### src/rtl/if_id_fifo.sv
// IF/ID decoupling queue: DEPTH-entry FIFO of (address, instruction) pairs between
// fetch and decode, with valid/ready on both sides and a flush for taken jumps.
module if_id_fifo #(
    parameter int              AW    = 32,
    parameter int              IW    = 32,
    parameter int              DEPTH = 4,
    parameter logic [IW-1:0]   NOP   = IW'(32'h0000_0013)
) (
    input  logic                       clk,
    input  logic                       rst,
    input  logic [AW-1:0]              inst_addr_i,
    input  logic [IW-1:0]              inst_i,
    input  logic                       valid_i,
    output logic                       ready_o,
    input  logic                       flush_i,
    output logic [AW-1:0]              inst_addr_o,
    output logic [IW-1:0]              inst_o,
    output logic                       valid_o,
    input  logic                       ready_i,
    output logic [$clog2(DEPTH):0]     count_o
);

    localparam int            PW       = $clog2(DEPTH);
    localparam logic [PW:0]   FULL_CNT = (PW+1)'(DEPTH);
    localparam logic [PW:0]   PTR_ONE  = (PW+1)'(1);

    // Pointers carry one extra wrap bit so full and empty are distinguishable.
    logic [PW:0]    r_wp;
    logic [PW:0]    r_rp;
    logic [AW-1:0]  r_addr_mem [DEPTH];
    logic [IW-1:0]  r_inst_mem [DEPTH];

    logic [PW:0]    w_count;
    logic           w_full;
    logic           w_empty;
    logic           w_push;
    logic           w_pop;

    assign w_count = r_wp - r_rp;
    assign w_full  = (w_count == FULL_CNT);
    assign w_empty = (w_count == '0);

    // ready_o depends only on registered state, so a pop never frees a slot in the same cycle.
    assign w_push  = valid_i & ~w_full & ~flush_i;
    assign w_pop   = ~w_empty & ready_i & ~flush_i;

    // NOTE: state registers use non-blocking assignments so every flop samples pre-edge values.
    always_ff @(posedge clk or negedge rst) begin
        if (!rst) begin
            r_wp <= '0;
            r_rp <= '0;
        end else if (flush_i) begin
            r_wp <= '0;
            r_rp <= '0;
        end else begin
            if (w_push) r_wp <= r_wp + PTR_ONE;
            if (w_pop)  r_rp <= r_rp + PTR_ONE;
        end
    end

    // NOTE: storage has no reset; empty-queue outputs are masked, so its contents never leak.
    always_ff @(posedge clk) begin
        if (w_push) begin
            r_addr_mem[r_wp[PW-1:0]] <= inst_addr_i;
            r_inst_mem[r_wp[PW-1:0]] <= inst_i;
        end
    end

    assign ready_o     = ~w_full;
    assign valid_o     = ~w_empty;
    assign count_o     = w_count;
    assign inst_o      = w_empty ? NOP : r_inst_mem[r_rp[PW-1:0]];
    assign inst_addr_o = w_empty ? '0  : r_addr_mem[r_rp[PW-1:0]];

endmodule

### config.mk
export PLATFORM = sky130hd
export DESIGN_NAME = if_id_fifo
export DESIGN_NICKNAME = d
export VERILOG_FILES = /design/src/rtl/if_id_fifo.sv
export SDC_FILE = /design/constraint.sdc
export NUM_CORES = 1
export LEC_CHECK = 0
export CORE_UTILIZATION = 45
export CTS_BUF_LIST = sky130_fd_sc_hd__clkbuf_4
export DETAILED_ROUTE_END_ITERATION = 8
export PLACE_DENSITY = 0.75
export SETUP_SLACK_MARGIN = 0.5
export SKIP_LAST_GASP = 1
export SLEW_MARGIN = 20
export SYNTH_ARGS = -nofsm -noshare
export SYNTH_HDL_FRONTEND = slang
export SYNTH_SLANG_ARGS = --single-unit
### constraint.sdc
create_clock -name clk -period 16.3 [get_ports clk]
set_clock_uncertainty 0.15 [all_clocks]
set_input_delay 1.63 -clock clk [delete_from_list [all_inputs] [get_ports clk]]
set_output_delay 1.63 -clock clk [all_outputs]
set_load 0.01 [all_outputs]
==> results.toml <==
[timing]
whs_ns = 0.4616
fin_crit_sh = 0.3777
fmax_mhz = 162.4
final-max-slew-violation-count = 0
slew_headroom = 0.3007
hold_viol_final = 0
worstMarginPinSlew_ns = 1.044
setup_viol = 0
min_period_ns = 6.157
rsz0062_at_grt = "false"
setup_tns_ns = 0

[global_route]
grt_pass1_wl_um = 29730
overflow = 0
antenna_found_initial = 0
grt_start_max_net_pins = 68
grt_pass1_vias = 5652
gr-usage-all-layers = 0.1687

[setup_path]
path_class = "flop to output port"
reg2reg_from = "r_rp[1]$_DFFE_PN0P_"
cp.arrival_ns = 4.38
crit_path_end = "inst_o[4]"
crit_start = "r_rp[1]$_DFFE_PN0P_"
ff2ff_setup_slack_ns = 11.80
reg2reg_depth = 5
worstPathMaxFanout = 67
critPathCaptureType = "output port"
reg2reg_to = "r_inst_mem[1][17]$_DFFE_PP_"
cp-start-kind = "flop"
required_ns = 14.52

[clock_tree]
holdBufCountCts = 0
htreeDepth = 3
clkTransAtPathRegs_ns = 0.06
cts_buffers = 66
cts_tree = "built"
post_cts_buffers = 0
clock_sinks = 262
cts-root-buf = "clkbuf_4"
ctsResizeCount = 0
insertion_delay_ns = 0.63
clk_path_buf_depth = 3

[synthesis]
synthTopCellsByArea = "edfxtp_1 75%, mux4_2 14%, nor2b_1 2.6%"
synth-seq-cells = 262
synth_top_area_cell = "edfxtp_1"
syn_inst = 460
seq_area_frac_synth = 0.7658
syn-num-nets = 536
syn_area_per_cell_um2 = 22.25
syn-cell-area_um2 = 10230
yosysUniqueCellTypes = 27
synth_top_area_frac = 0.7511
yosysWarningCount = 0

[floorplan]
dieArea_um2 = 23350
rows = 54
pin_count = 138
chipHeight_um = 152.8
die_w_um = 152.8
core-area_um2 = 22090
start_util = 0.4632

[cells_and_area]
final_common_cell = "edfxtp_1"
layout-drive-gt1-share = 0.2928
mostFrequentLayoutCells = "256 x edfxtp_1, 137 x clkdlybuf4s50_1, 93 x clkbuf_4"
antennaDiodeCount = 0
multi_input_area_um2 = 2257
nFillCells = 1605
area_growth_pct = 24.43
final_nets = 726
seq_area_um2 = 7845

[power_and_ir_drop]
power_density_nw_per_um2 = 170.3
ir_worst_vdd_uv = 109.6
p_leak_nw = 4.153

[detailed_routing]
ant_nets = 0
firstDrtPassIters = 7
finalWirelength_um = 18650
num_vias = 5020
wl_per_cell_um = 19.23
vias_per_cell = 5.175
drt_iter0_markers = 246
drc = 8

[placement]
dpl.hpwl_um = 10860
io_buffers = 137
routabilityCongestion = 0.8202

[job]
cap_violations = 0

[status]
violations = "DRC"
outcome = "finished with violations"

[hold_path]
hold_depth = 2
hp-class = "flop to flop"
==> cell usage after synthesis (all sizes together) <==
cell     count
inv          6
clkbuf       7
ha           6
o21ai        1
or3b         1
buf         15
nor2         6
mux2i        2
o2111ai      1
edfxtp     256
nor3b        4
nor3         1
nand2b       5
and2         1
or2          3
mux4        64
a21boi       2
fa           1
xnor3        1
a21oi        2
nor2b       63
dfrtp        6
nand2        3
mux2         3
==> through the flow <==
stage / instances / instance area, um^2 / total power, W / worst slack (ns) / utilization
after detailed placement: 862 / 11900 / 0.001653 / 10.71 / 0.5386
after global routing: 970 / 12730 / 0.002290 / 9.863 / 0.5764
after CTS: 970 / 12730 / 0.002208 / 9.997 / 0.5764
final: 970 / 12730 / 0.002169 / 10.14 / 0.5764
after floorplan: 460 / 10230 / 0.001285 / 9.027 / -
after global placement: 862 / 11900 / 0.001639 / 10.77 / 0.5386
==> sequential cells by signal, summed over array words and instances, names as in the netlist <==
signal	flops
r_addr_mem	128
r_inst_mem	128
r_rp	3
r_wp	3
==> metal layers <==
layer	GRT usage	up-vias	wire length (um)
met4	0.07744	0	312
met2	0.2862	180	9496
li1	-	2278	-
met1	0.2027	2530	7614
met5	0	-	0
met3	0.04451	32	1227
==> critical path, stage by stage, from the launching register on <==
cell,delay [ns]
dfrtp_4,0.85
fa_1,0.56
xnor3_1,0.26
inv_2,0.10
nor2_4,0.72
buf_4,0.54
or2_1,0.17
clkdlybuf4s50_1,0.53
==> kinds of logic (layout without fill, tap and decap cells) <==
kind of cell / count (synthesis) / in the layout / synth area share
flip-flops: 262 / 262 / 0.7658
AND/OR/NAND/NOR: 87 / 87 / 0.05648
multiplexers: 69 / 69 / 0.1461
buffers and inverters: 28 / 258 / 0.01638
adder cells (fa/ha/maj): 7 / 7 / 0.009291
AO/OA/AOI/OAI: 6 / 6 / 0.003789
XOR/XNOR: 1 / 1 / 0.002200
==> where the power goes <==
| part | internal [W] | switching (W) |
|---|---|---|
| logic | 0.000429 | 0.000352 |
| clock network | 0.000309 | 0.000237 |
| registers | 0.000800 | 0.0000424 |
| total | 0.00154 | 0.000632 |
==> area by class of cell <==
cell class | instances | share of cell area
Multi-Input combinational cell | 170 | 0.1772
Inverter | 6 | 0.001769
Sequential cell | 262 | 0.6160
Clock buffer | 93 | 0.05482
Tap cell | 280 | 0.02751
Timing Repair Buffer | 144 | 0.1118
Clock inverter | 15 | 0.01081
==> worst min path at each step <==
stage                              startpoint                  end  slack, ns
after global placement    r_wp[1]$_DFFE_PN0P_  r_wp[1]$_DFFE_PN0P_       0.42
after CTS                 r_wp[1]$_DFFE_PN0P_  r_wp[1]$_DFFE_PN0P_       0.46
after global routing      r_wp[1]$_DFFE_PN0P_  r_wp[1]$_DFFE_PN0P_       0.49
after detailed placement  r_wp[1]$_DFFE_PN0P_  r_wp[1]$_DFFE_PN0P_       0.45
final                     r_wp[1]$_DFFE_PN0P_  r_wp[1]$_DFFE_PN0P_       0.46
after floorplan           r_wp[1]$_DFFE_PN0P_  r_wp[1]$_DFFE_PN0P_       0.41
(Power assumes the default switching activity.)
==> variant 1, RTL diff (same flow settings) <==
Set the parameter `DEPTH` to 16 (it was 4).
--- a/src/rtl/if_id_fifo.sv
+++ b/src/rtl/if_id_fifo.sv
@@ -5,3 +5,3 @@
     parameter int              IW    = 32,
-    parameter int              DEPTH = 4,
+    parameter int              DEPTH = 16,
     parameter logic [IW-1:0]   NOP   = IW'(32'h0000_0013)
Interface: changed (resized count_o); port bits go from 138 to 140. The function was not compared with the original's and may differ.
==> variant 1 against the original RTL <==
Worst setup slack lost 1.1 ns; sequential cell count is 772 higher; area after synthesis rose to 3.9 times the old value; power grew to 3.1 times the old value; final area grew to 3.6 times the old value; hold slack got worse by 0.028 ns; wire length increased to 4.9 times the old value; non-clock buffer count up 41; critical endpoint is now inst_addr_o[5].
==> variant 1: results (changes against the original RTL) <==
- #MultiIn Comb: 669 (+290%)
- Synth Area in XOR/XNOR: 0.000657 (-0.00154)
- Signal buf overhead: 0.0383 (-0.0735)
- Routed WL: 90.8 mm (+390%)
- Share of async-settable or async-resettable flops after synthesis: 0.00967 (-0.0132)
- Post-placement cell area: 42,700 µm² (+260%)
- Worst EP arrival: 5.52 ns (+1.14 ns)
- Multi-input gate share of the layout cell area: 0.185 (+0.00732)
- Most common library cells after synthesis: 1,024 x edfxtp_1, 256 x mux4_2, 138 x nand2_1
- Place WS: 9.96 ns (-0.748 ns)
- DR iter-0 viols: 1,902 (+670%)
- Diodes inserted: 4 (+4)
- Detail Route met2 WL: 46.1 mm (+390%)
- Post-synth EDFFs: 1,024 (+300%)
- Buffers on Ports: 139 (+1.5%)
- GRT met2 Usage: 0.342 (+0.0555)
- FILL cells: 6,695 (+320%)
- Via count: 20,000 (+300%)
- Layout net count: 2,220 (+210%)
- Synthesized Nets: 1,900 (+250%)
- Clk Latency, worst-skew pair: 1.08 ns (+0.45 ns)
- Largest net degree at the start of global routing: 135 (+99%)
- Flops & latches, synth: 1,034 (+290%)
- Gp weighted congestion: 0.738 (-10%)
- Grt met1 use: 0.263 (+0.0602)
- Distinct cells, synth: 33 (+22%)
- DP Wirelength: 46.1 mm (+320%)
- Vias per cell: 5.72 (+11%)
- Area of the multi-input gates: 8450 µm² (+270%)
- Sw power: 1840 µW (+190%)
- First-pass GRT wire length: 134 mm (+350%)
- Vias in the first global route: 21,300 (+280%)
- Total power: 6650 µW (+210%)
- Post-synthesis mux area share: 0.159 (+0.0134)
- Mean Syn Cell Area: 22.0 µm² (-1.3%)
- Area contributors post-synth: edfxtp_1 77%, mux4_2 14%, mux2i_1 1.5%
- Clock Buffer Count: 346 (+270%)
- Placed cells: 3,054 (+250%)
- Die width: 300 µm (+96%)
- GR Layer Usage met3: 0.0528 (+0.00831)
- GRT Util Overall: 0.206 (+0.0370)
- 1st-pass router iterations: 6 (-1)
- CP max stage cell: buf_4
- Status: complete, no violations
- Relative slew slack: 0.220 (-0.0806)
- Seq/Total Area, Yosys: 0.775 (+0.00967)
- Logic pwr share: 0.245 (-0.115)
- Initial antenna violation count: 12 (+12)
[variant 1: cell count changes in the layout (fill, tap and decap cells not counted), sizes merged, moves of 59 or more]
| cell | change |
|---|---|
| nand2 | +135 |
| mux2i | +59 |
| mux4 | +192 |
| clkbuf | +253 |
| a211oi | +62 |
| and3 | +68 |
| edfxtp | +768 |
| nor2b | -63 |
| clkinv | +67 |
[variant 1: worst paths after layout]
| check | from | to | slack [ns] | cells past startpoint |
|---|---|---|---|---|
| setup / recovery | r_rp[0] | inst_addr_o[5] | 9.00 | 7 |
| hold / removal | r_wp[4] | r_wp[4] | 0.43 | 2 |
| setup reg to reg | r_rp[2] | r_addr_mem[0][2] | 10.89 | 9 |
| hold reg to reg | r_wp[4] | r_wp[4] | 0.43 | 2 |
| max in group asynchronous | rst | r_rp[3] | 14.88 | 1 |
| min in group asynchronous | rst | r_wp[4] | 0.71 | 1 |
==> variant 2, RTL diff (same flow settings) <==
Made on the original files. Register the output `count_o`, cleared by the reset; this adds one clock of latency there. The other outputs are not delayed to match.
--- a/src/rtl/if_id_fifo.sv
+++ b/src/rtl/if_id_fifo.sv
@@ -70,3 +70,9 @@
     assign valid_o     = ~w_empty;
-    assign count_o     = w_count;
+    always_ff @(posedge clk or negedge rst) begin
+        if (!rst) begin
+            count_o <= '0;
+        end else begin
+            count_o <= w_count;
+        end
+    end
     assign inst_o      = w_empty ? NOP : r_inst_mem[r_rp[PW-1:0]];
Behaviour: not the same (Yosys sat finds a counterexample within 4 cycles, from zero or initial values and one cycle with rst low).
==> variant 2 against the original RTL <==
The flow still finishes with violations (DRC); worst setup slack improved by 0.34 ns; non-clock buffer count decreased by 5; hold slack about the same; fmax increased by 5.9%; wire length increased by 2.0%; sequential power increased by 2%; area after synthesis decreased by 0.11%; sequential cell count increased by 3; via count decreased by 0.24%; power increased by 2.3%; global-route usage increased by 0.14 points; final area decreased by 0.59%; largest power group unchanged.
==> variant 2: results (changes against the original RTL) <==
- Clk Latency, worst-skew pair: 0.67 ns (+0.04 ns)
- Seq_cells: 265 (+1.1%)
- DP Wirelength: 10.9 mm (+0.79%)
- DR iter-0 viols: 303 (+23%)
- #MultiIn Comb: 166 (-2.4%)
- P_leak: 0.00412 µW (-0.90%)
- Least-Margin Pin Slew: 1.03 ns (-0.00998 ns)
- First-pass GRT wire length: 30.1 mm (+1.3%)
- GRT Util Overall: 0.170 (+0.00139)
- Most common library cells after synthesis: 256 x edfxtp_1, 64 x mux4_2, 62 x nor2b_1
- Area contributors post-synth: edfxtp_1 75%, mux4_2 14%, nor2b_1 3.8%
- Placed cells: 859 (-0.35%)
- CTS clk-pin slew, worst paths: 0.08 ns (+0.02 ns)
- CTS buffer count: 61 (-7.6%)
- YS warnings: 0 (unchanged)
- Post-placement cell area: 11,900 µm² (-0.16%)
- Fraction of area in registers: 0.626 (+0.00959)
- Seq pwr: 860 µW (+2%)
- Multi-input gate share of the layout cell area: 0.173 (-0.00448)
- Gp weighted congestion: 0.712 (-13%)
- Largest net degree at the start of global routing: 68 (unchanged)
- Worst EP arrival: 4.04 ns (-0.34 ns)
- Seq/Total Area, Yosys: 0.774 (+0.00819)
- Non-clk bufs: 139 (-3.5%)
- Grt met1 use: 0.220 (+0.0169)
- Clock network area share: 0.0616 (-0.00406)
- Sw power: 674 µW (+6.7%)
- R2R cell count: 4 (-1)
- Violated checks: DRC
- Signal buf overhead: 0.110 (-0.00230)
- Setup crit start: r_rp[0]
- Place WS: 11.12 ns (+0.414 ns)
- Crit path max fanout: 63 (-6.0%)
- Diodes inserted: 0 (unchanged)
- CP delay by family, top: buffers and inverters
- Share of cells above drive strength 1: 0.257 (-0.0359)
- Synthesized Nets: 538 (+0.37%)
- GRT met2 Usage: 0.281 (-0.00546)
- Vias in the first global route: 5,586 (-1.2%)
- Number of remaining DRC errors: 9 (+1)
- Layout net count: 718 (-1.1%)
- Status: complete, but fails checks
- Max IR drop VDD: 128 µV (+17%)
- Area Growth Syn to Fin: 23.8%
- 1st-pass router iterations: 9 (+2)
- Worst hold path type: reg -> reg
- # H-tree levels: 2 (-1)
- Logic pwr share: 0.386 (+0.026)
- Share of async-settable or async-resettable flops after synthesis: 0.0340 (+0.0111)
- Invs w/o clock: 9 (+3)
- Mean Syn Cell Area: 22.1 µm² (-0.54%)
- Critical Path Max Stage Delay: 0.72 ns (-0.13 ns)
- Distinct cells, synth: 29 (+7.4%)
- WL/cell: 19.6 µm (+1.7%)
- TAP cells: 280 (unchanged)
- Vias per cell: 5.15 (-0.55%)
- FILL cells: 1,655 (+3.1%)
- Root Buffer: clkbuf_4
- Non-Filler Instances: 973 (+0.31%)
- GR Layer Usage met3: 0.0435 (-0.000998)
-- variant 2: cell count changes after synthesis, sizes merged, moves of 2 or more --
| cell | delta |
|---|---|
| and3 | +4 |
| nor3b | -4 |
| dfrtp | +3 |
| nand2b | -4 |
| nor2 | -2 |
| inv | +3 |
| nand2 | +3 |
-- variant 2: cells by family after synthesis --
group / synth area share
flops: 0.774
simple gates: 0.0494
mux: 0.146
buf+inv: 0.0141
fa+ha+maj: 0.00930
compound gates: 0.00465
xor+xnor: 0.00233
-- variant 2: worst paths after layout --
check,endpoint,slack (ns)
max,inst_o[1],10.48
min,r_wp[1],0.46
max reg2reg,r_inst_mem[2][23],12.58
min reg2reg,r_wp[1],0.46
max in group asynchronous,r_rp[1],14.53
min in group asynchronous,r_rp[0],1.12
-- variant 2: layer usage --
| layer | wire [µm] | vias up |
|---|---|---|
| met5 | 0 | - |
| met4 | 313 | 0 |
| met3 | 1320 | 35 |
| met2 | 9490 | 187 |
| met1 | 7900 | 2509 |
| li1 | - | 2277 |
